### config.mk
export PLATFORM = sky130hd
export DESIGN_NAME = sliding_door_anim
export DESIGN_NICKNAME = d
export VERILOG_FILES = /design/src/rtl/sliding_door_anim.sv
export SDC_FILE = /design/constraint.sdc
export NUM_CORES = 1
export LEC_CHECK = 0
export CAP_MARGIN = 15
export CORE_ASPECT_RATIO = 1.2
export CORE_UTILIZATION = 58
export DETAILED_ROUTE_END_ITERATION = 16
export GPL_TIMING_DRIVEN = 0
export HOLD_SLACK_MARGIN = 0.08
export PLACE_DENSITY = 0.78
export SLEW_MARGIN = 0
export SYNTH_ARGS = -nofsm -noshare
export SYNTH_HDL_FRONTEND = slang
export SYNTH_SLANG_ARGS = --single-unit
### constraint.sdc
create_clock -name clk -period 2.81 [get_ports clk]
set_clock_uncertainty 0.1 [all_clocks]
set_input_delay 0.7025 -clock clk [delete_from_list [all_inputs] [get_ports clk]]
set_output_delay 0.7025 -clock clk [all_outputs]
set_load 0.05 [all_outputs]
### src/rtl/sliding_door_anim.sv
// Sliding-door bar animation: opens from the centre outward, holds, then closes.
// Define DOOR_OBSTRUCT_EN to let the obstruct input reverse closing and freeze the open hold.
module sliding_door_anim #(
  parameter int unsigned N_LEDS      = 10,
  parameter int unsigned STEP_CYCLES = 5000000,
  parameter int unsigned HOLD_STEPS  = 20
) (
  input  logic              clk,
  input  logic              rst_s_p,
  input  logic              open_btn,
  input  logic              pass,
  input  logic              obstruct,
  output logic [N_LEDS-1:0] leds,
  output logic              person_in,
  output logic [1:0]        state
);

  localparam int unsigned HALF = (N_LEDS + 1) / 2;
  localparam int unsigned PW   = $clog2(HALF + 1);
  localparam int unsigned TW   = $clog2(STEP_CYCLES + 1);
  localparam int unsigned HW   = $clog2(HOLD_STEPS + 1);

  typedef enum logic [1:0] {
    CLOSED  = 2'b00,
    OPENING = 2'b01,
    OPEN    = 2'b10,
    CLOSING = 2'b11
  } state_e;

  state_e            state_q;
  logic [PW-1:0]     pos_q, pos_d;
  logic [TW-1:0]     timer_q;
  logic [HW-1:0]     hold_q;
  logic [N_LEDS-1:0] leds_q;
  logic              person_q;
  logic              btn_q;
  logic              armed_q;
  logic              req_c, tick_c, rev_c, obs_open_c;

  // Segment i stays lit while its distance from the nearer edge is below HALF - pos.
  function automatic logic [N_LEDS-1:0] bar_of(input logic [PW-1:0] p);
    logic [N_LEDS-1:0] b;
    b = '0;
    for (int unsigned i = 0; i < N_LEDS; i++) begin
      if (((i < N_LEDS - 1 - i) ? i : N_LEDS - 1 - i) + 32'(p) < HALF) b[i] = 1'b1;
    end
    return b;
  endfunction

`ifdef DOOR_OBSTRUCT_EN
  assign obs_open_c = obstruct && (state_q == OPEN);
  assign rev_c      = req_c || (obstruct && (state_q == CLOSING));
`else
  logic unused_obstruct;
  assign unused_obstruct = obstruct;
  assign obs_open_c      = 1'b0;
  assign rev_c           = req_c;
`endif

  // armed_q masks the first cycle after reset so a held button is not seen as an edge.
  assign req_c  = armed_q && open_btn && !btn_q;
  assign tick_c = (state_q != CLOSED) && (timer_q == TW'(STEP_CYCLES - 1));

  // Position datapath; a reversal in CLOSING suppresses that cycle's decrement.
  always_comb begin
    pos_d = pos_q;
    case (state_q)
      OPENING: if (tick_c && (pos_q < PW'(HALF))) pos_d = pos_q + PW'(1);
      CLOSING: if (!rev_c && tick_c && (pos_q != '0)) pos_d = pos_q - PW'(1);
      default: pos_d = pos_q;
    endcase
  end

  always_ff @(posedge clk) begin
    if (rst_s_p) begin
      state_q  <= CLOSED;
      pos_q    <= '0;
      leds_q   <= '1;
      person_q <= 1'b0;
      timer_q  <= '0;
      hold_q   <= '0;
      btn_q    <= 1'b0;
      armed_q  <= 1'b0;
    end else begin
      btn_q   <= open_btn;
      armed_q <= 1'b1;
      pos_q   <= pos_d;
      leds_q  <= bar_of(pos_d);
      if (tick_c || (state_q == CLOSED)) timer_q <= '0;
      else timer_q <= timer_q + TW'(1);

      // Every state change below also restarts the step timer.
      case (state_q)
        CLOSED: begin
          if (req_c) begin
            state_q <= OPENING;
            timer_q <= '0;
          end
        end
        OPENING: begin
          if (tick_c && (pos_d == PW'(HALF))) begin
            state_q <= OPEN;
            timer_q <= '0;
            hold_q  <= '0;
          end
        end
        OPEN: begin
          if (pass) person_q <= !person_q;
          if (obs_open_c || req_c) begin
            hold_q <= '0;
          end else if (tick_c) begin
            if (hold_q == HW'(HOLD_STEPS - 1)) begin
              state_q <= CLOSING;
              timer_q <= '0;
              hold_q  <= '0;
            end else begin
              hold_q <= hold_q + HW'(1);
            end
          end
        end
        CLOSING: begin
          if (rev_c) begin
            state_q <= OPENING;
            timer_q <= '0;
          end else if (tick_c && (pos_d == '0)) begin
            state_q <= CLOSED;
            timer_q <= '0;
          end
        end
        default: state_q <= CLOSED;
      endcase
    end
  end

  assign leds      = leds_q;
  assign person_in = person_q;
  assign state     = state_q;

endmodule

==> flow_summary_export.csv, run 1 <==
group,metric,value,unit
run_status,status,"complete, no violations",
global_routing,grt_pass1_vias,1748,
drt,wirelength,4806,um
synth,yosysTopAreaCell,"dfxtp_1",
setup_path,worstSetupEndpointType,"register",
timing,setup_viol,0,
synth,synth_common_cells,"dfxtp_1, nor2_1, nand2_1, inv_1, nand3_1",
drt,vias,1899,
synth,synth_seq_area_share,35.85,%
global_routing,grt_remaining_overflow,0,
floorplanning,start_util,61.99,%
timing,finalCritPeriodShare,94.52,%
floorplanning,rows,24,
worst_hold_path,min-delay-start,"timer_q[0]",
clock_network,path_clk_slew,80,ps
drt,drt_iter0_drc,81,
placement,dp.cells,328,
clock_network,numCtsBuffers,5,
drt,postRouteAntennaNets,0,
final_layout,drive_gt1_share,17.87,%
drt,viasPerCell,5.536,
timing,slew_violations,0,
worst_hold_path,min_path_type,"reg2reg",
setup_path,worstReg2RegStart,"timer_q[15]",
synth,synth-edff-count,0,
setup_path,critPathLaunchType,"register",
timing,clock.fmax,376.5,MHz
final_layout,num_antenna_cells,0,
drt,drc_errors,0,
synth,synthMuxAreaShare,0.9290,%
synth,synth_cell_types,56,
setup_path,path_class,"reg2reg",
clock_network,tritoncts,"done",
global_routing,grt_max_degree,13,
floorplanning,fp.dieH,70.83,um
pwr,power.leakage,1.066,nW
floorplanning,die-area,4204,sq um
synth,syn-cell-area,2290,sq um
synth,yosys_register_bits,41,
synth,synth_top_family_by_area,"simple AND/OR/NAND/NOR gates",
clock_network,cts_sinks,41,
timing,hold_viol,0,
clock_network,htree_levels,2,
synth,avgSynthCellArea,8.807,sq um
final_layout,area_growth_syn_to_layout,19.67,%
synth,ys_warn_count,0,
placement,place_area,2516,sq um
placement,place_congestion,0.7942,
synth,synthAdderAreaFrac,6.557,%
global_routing,grt_usage,23.56,%
timing,layout_min_cycle_time,2656,ps
setup_path,cp.required,2920,ps
placement,hpwl,3191,um
floorplanning,fp.dieW,59.36,um
timing,slew_headroom,66.15,%
setup_path,worstPathArrival,2770,ps
synth,synth.top_cell.area_share,35.85,%
floorplanning,io_pins,18,
synth,async_reset_ff_share,0,%
drt,firstDrtPassIters,4,
timing,max_slew.worst_pin.slew,506.2,ps
clock_network,clockBufferDepth,2,
global_routing,grt_pass1_wl,7486,um
synth,synth.most_common_cell,"dfxtp_1",
placement,port_buffers,16,
run,maxCapViolCount,0,
synth,ys_top_cells_by_area,"dfxtp_1, ha_1, nor2_1",
synth,synth_nets,277,
pwr,powerDensity,503.1,nW/um^2
final_layout,layout.nets,307,
floorplanning,coreArea,3694,sq um
pwr,vdd_drop_max,316.3,uV
drt,routedWlPerCell,14.01,um
final_layout,fin_cells,343,
pwr,finalPower,1.379,mW
synth,synth_compound_area_share,15.79,%
final_layout,stdcell_area,2740,sq um
clock_network,clk_latency,300,ps
final_layout,utilization,74.19,%
synth,netlist_instances,260,
global_routing,antenna_found_initial,0,
setup_path,critPathMaxFanout,5,
clock_network,cts-root-buf,"clkbuf_8",
synth,yosys.area_share.xor_xnor,7.268,%
synth,synth_simple_gate_area_share,27.49,%
synth,synth_ff_type,"dfxtp_1",
setup_path,crit_path_start,"timer_q[15]",
clock_network,cts_hold_buf,0,
[power breakdown]
part | total (mW) | switching [mW] | internal [mW]
Sequential | 0.626 | 0.0219 | 0.605
Combinational | 0.377 | 0.237 | 0.140
Clock | 0.375 | 0.203 | 0.172
Total | 1.38 | 0.462 | 0.917
[final cells by class]
type,instances,area [sq um]
multi-input combinational,191,1424
fill,303,953.4
sequential,41,824.5
timing repair buffer,22,207.7
clock buffer,6,72.57
buffer,12,72.57
tap,52,65.06
inverter,17,63.81
clock inverter,2,10.01
[what timing repair did]
action,4_1_cts,5_1_grt
setup buffers,1,5
gates resized for setup,1,13
gates cloned,0,2
endpoints found under the setup margin,5,16
pin swaps,1,12
endpoints found under the hold margin,0,0
[final timing paths]
kind	end	slack, ps	cells after the start
max reg2reg	hold_q[3]	150	9
min	timer_q[0]	360	1
max	hold_q[3]	150	9
min reg2reg	timer_q[0]	360	1
[kinds of logic (layout without fill, tap and decap cells)]
| group | after synthesis | in the layout |
|---|---|---|
| fa+ha+maj | 12 | 12 |
| simple gates | 111 | 113 |
| buf+inv | 30 | 59 |
| flops | 41 | 41 |
| xor+xnor | 19 | 19 |
| compound gates | 45 | 45 |
| mux | 2 | 2 |
[worst max-delay path, stage by stage, from the launching register on]
cell	delay [ps]
dfxtp_1	360
nor4b_4	270
buf_4	180
nand4b_4	150
o41ai_2	370
o211ai_2	170
a211oi_2	340
a31oi_2	140
or2_4	280
o31ai_2	200
[registers in the layout (all words and copies together), names as in the netlist]
register   cells
armed_q        1
btn_q          1
state          2
leds           5
hold_q         5
person_in      1
pos_q          3
timer_q       23
[through the flow]
step	hold slack (ps)	worst slack (ps)	setup TNS, ps
6_report	365.0	154.0	0
5_1_grt	388.6	-31.34	-50.35
4_1_cts	372.2	0.6954	0
3_5_place_dp	353.9	-432.0	-3731
3_3_place_gp	345.7	-400.4	-2647
2_1_floorplan	326.0	29.09	0
[placed cells by master, fill, tap and decap left out, types with 6 or more instances in the layout]
| cell | n |
|---|---|
| nand2_1 | 18 |
| nor2_1 | 39 |
| dfxtp_1 | 38 |
| xor2_1 | 11 |
| and3_1 | 7 |
| o21ai_0 | 8 |
| buf_4 | 11 |
| xnor2_1 | 8 |
| a21oi_1 | 6 |
| inv_1 | 14 |
| nand3_1 | 12 |
| clkdlybuf4s50_1 | 15 |
| clkbuf_1 | 6 |
| ha_1 | 12 |
[metal layers]
layer | up-vias | GRT usage [%] | share of wire [%]
met3 | 10 | 5.484 | 3.0
met5 | - | 0 | 0
met1 | 892 | 28.47 | 46
li1 | 966 | - | -
met4 | 0 | 10.05 | 2.7
met2 | 31 | 39.20 | 48
Power figures use the tool's default switching activity.
==> run 2, diff against run 1 <==
--- a/config.mk
+++ b/config.mk
@@ -7,11 +7,11 @@
 export LEC_CHECK = 0
 export CAP_MARGIN = 15
 export CORE_ASPECT_RATIO = 1.2
-export CORE_UTILIZATION = 58
+export CORE_UTILIZATION = 62
 export DETAILED_ROUTE_END_ITERATION = 16
 export GPL_TIMING_DRIVEN = 0
 export HOLD_SLACK_MARGIN = 0.08
-export PLACE_DENSITY = 0.78
+export PLACE_DENSITY = 0.83
 export SLEW_MARGIN = 0
 export SYNTH_ARGS = -nofsm -noshare
 export SYNTH_HDL_FRONTEND = slang
==> constraint.sdc (replaced) <==
create_clock -name clk -period 3.3 [get_ports clk]
set_clock_uncertainty 0.1 [all_clocks]
set_input_delay 0.825 -clock clk [delete_from_list [all_inputs] [get_ports clk]]
set_output_delay 0.825 -clock clk [all_outputs]
set_load 0.05 [all_outputs]
==> run 2 against run 1 <==
  * Non-clock buffer count down 5
  * Sequential share of layout area increased by 1.5 points
  * Cell count shrank 6.4%
  * Via count down 3.2%
  * Clock power down 5%
==> flow_summary_export.csv, run 2 (synthesized netlist as in run 1, its figures left out) <==
group,metric,value,unit
pwr,vdd_drop_max,302.3,uV
clock_network,clockBufferDepth,2,
timing,fin_hold_ws,364.6,ps
floorplanning,start_util,66.86,%
timing,hold_viol,0,
timing,max_slew.worst_pin.slew,511.6,ps
timing,slew_headroom,65.89,%
timing,worst_slack,257.1,ps
floorplanning,fp.dieW,57.48,um
clock_network,tritoncts,"done",
setup_path,worst_path_max_delay_cell,"clkdlybuf4s50_1",
clock_network,path_clk_slew,80,ps
setup_path,worstPathArrival,3150,ps
setup_path,critPathMaxFanout,8,
timing,layout_min_cycle_time,3043,ps
floorplanning,die-area,3941,sq um
placement,hpwl,3131,um
final_layout,stdcell_area,2597,sq um
floorplanning,fp.dieH,68.57,um
placement,port_buffers,16,
timing,finalCritPeriodShare,92.21,%
timing,slew_violations,0,
final_layout,area_growth_syn_to_layout,13.44,%
final_layout,mostFrequentLayoutCells,"dfxtp_1, nor2_1, nand2_1",
timing,setup_viol,0,
clock_network,cts_resized,0,
placement,place_area,2496,sq um
placement,place_congestion,0.8839,
setup_path,path_class,"in2reg",
final_layout,drive_gt1_share,12.68,%
floorplanning,coreArea,3425,sq um
global_routing,grt_pass1_wl,6955,um
drt,drt_iter0_drc,77,
setup_path,critPathLaunchType,"input pin",
drt,vias,1838,
drt,viasPerCell,5.726,
drt,routedWlPerCell,13.25,um
clock_network,numCtsBuffers,5,
final_layout,num_antenna_cells,0,
setup_path,crit_path_start,"open_btn",
drt,firstDrtPassIters,5,
final_layout,final_common_cell,"dfxtp_1",
clock_network,cts_sinks,41,
floorplanning,rows,23,
setup_path,worstPathCellList,"clkdlybuf4s50_1 > nand3b_1 > nand3_1 > o31ai_2 > a211oi_4 > a211oi_2 > a311oi_1 > o21ai_0 > o31ai_1",
final_layout,layout.nets,300,
pwr,finalPower,1.185,mW
drt,drc_errors,0,
global_routing,grt_remaining_overflow,0,
setup_path,worstReg2RegStart,"state[1]",
pwr,powerDensity,456.4,nW/um^2
global_routing,grt_max_degree,13,
drt,postRouteAntennaNets,0,
placement,dp_slack,-5.966,ps
final_layout,largest_register_ffs,23,
pwr,power.leakage,0.9687,nW
run_status,status,"complete, no violations",
global_routing,grt_usage,23.08,%
clock_network,cts_hold_buf,0,
timing,clock.fmax,328.6,MHz
worst_hold_path,min-delay-start,"timer_q[0]",
clock_network,cts-root-buf,"clkbuf_8",
setup_path,worstSetupEndpointType,"register",
global_routing,grt_pass1_vias,1628,
global_routing,antenna_found_initial,0,
floorplanning,io_pins,18,
setup_path,cp.required,3410,ps
setup_path,slowest_delay,490,ps
clock_network,htree_levels,2,
final_layout,top_register,"timer_q",
worst_hold_path,min_path_type,"reg2reg",
timing,rsz0062_at_grt,"no",
clock_network,post_cts_buffers,0,
run,maxCapViolCount,0,
clock_network,clk_latency,290,ps
drt,wirelength,4252,um
run 2: changes by cell type in the layout (fill, tap and decap cells not counted), moves of 2 or more:
cell and change:
clkbuf_8 +2, o31ai_4 -2, dfxtp_1 +3, nand4b_4 -2
dfxtp_2 -3, buf_4 -6
run 2: per-stage QoR:
stage | cells | TNS [ps] | util (%)
after floorplan | 260 | 0 | -
after global placement | 313 | -9.950 | 72.89
final | 321 | 0 | 75.85
after global routing | 321 | 0 | 75.85
after CTS | 321 | 0 | 75.85
after detailed placement | 313 | -5.966 | 72.89
run 2: path summary, 6_finish.rpt:
check,end,slack [ps],depth (start not counted)
max,hold_q[2],260,9
min,timer_q[0],360,1
max reg2reg,hold_q[2],480,9
min reg2reg,timer_q[0],360,1
run 2: routing by layer:
metal | wire length [um] | share of wire [%] | global-route usage, %
met3 | 147 | 3.5 | 5.410
met1 | 1892 | 44 | 25.43
met5 | 0 | 0 | 0
met2 | 2150 | 51 | 43.46
met4 | 61 | 1.4 | 7.927
run 2: power by group:
part,internal (mW),switching (mW)
sequential,0.513,0.0181
clock,0.189,0.167
combinational,0.110,0.188
run 2: area by class of cell:
type | count | area [sq um]
multi-input combinational | 189 | 1329
tap | 37 | 46.29
buffer | 13 | 76.32
inverter | 17 | 63.81
sequential | 41 | 820.8
clock buffer | 7 | 96.34
clock inverter | 1 | 5.005
fill | 265 | 827.0
timing repair buffer | 16 | 160.2
run 2: worst max-delay path: cells and delay by family:
| family | cells | cell delay (ps) |
|---|---|---|
| buffers and inverters | 1 | 490 |
| AO/OA/AOI/OAI | 6 | 1370 |
| AND/OR/NAND/NOR | 2 | 460 |
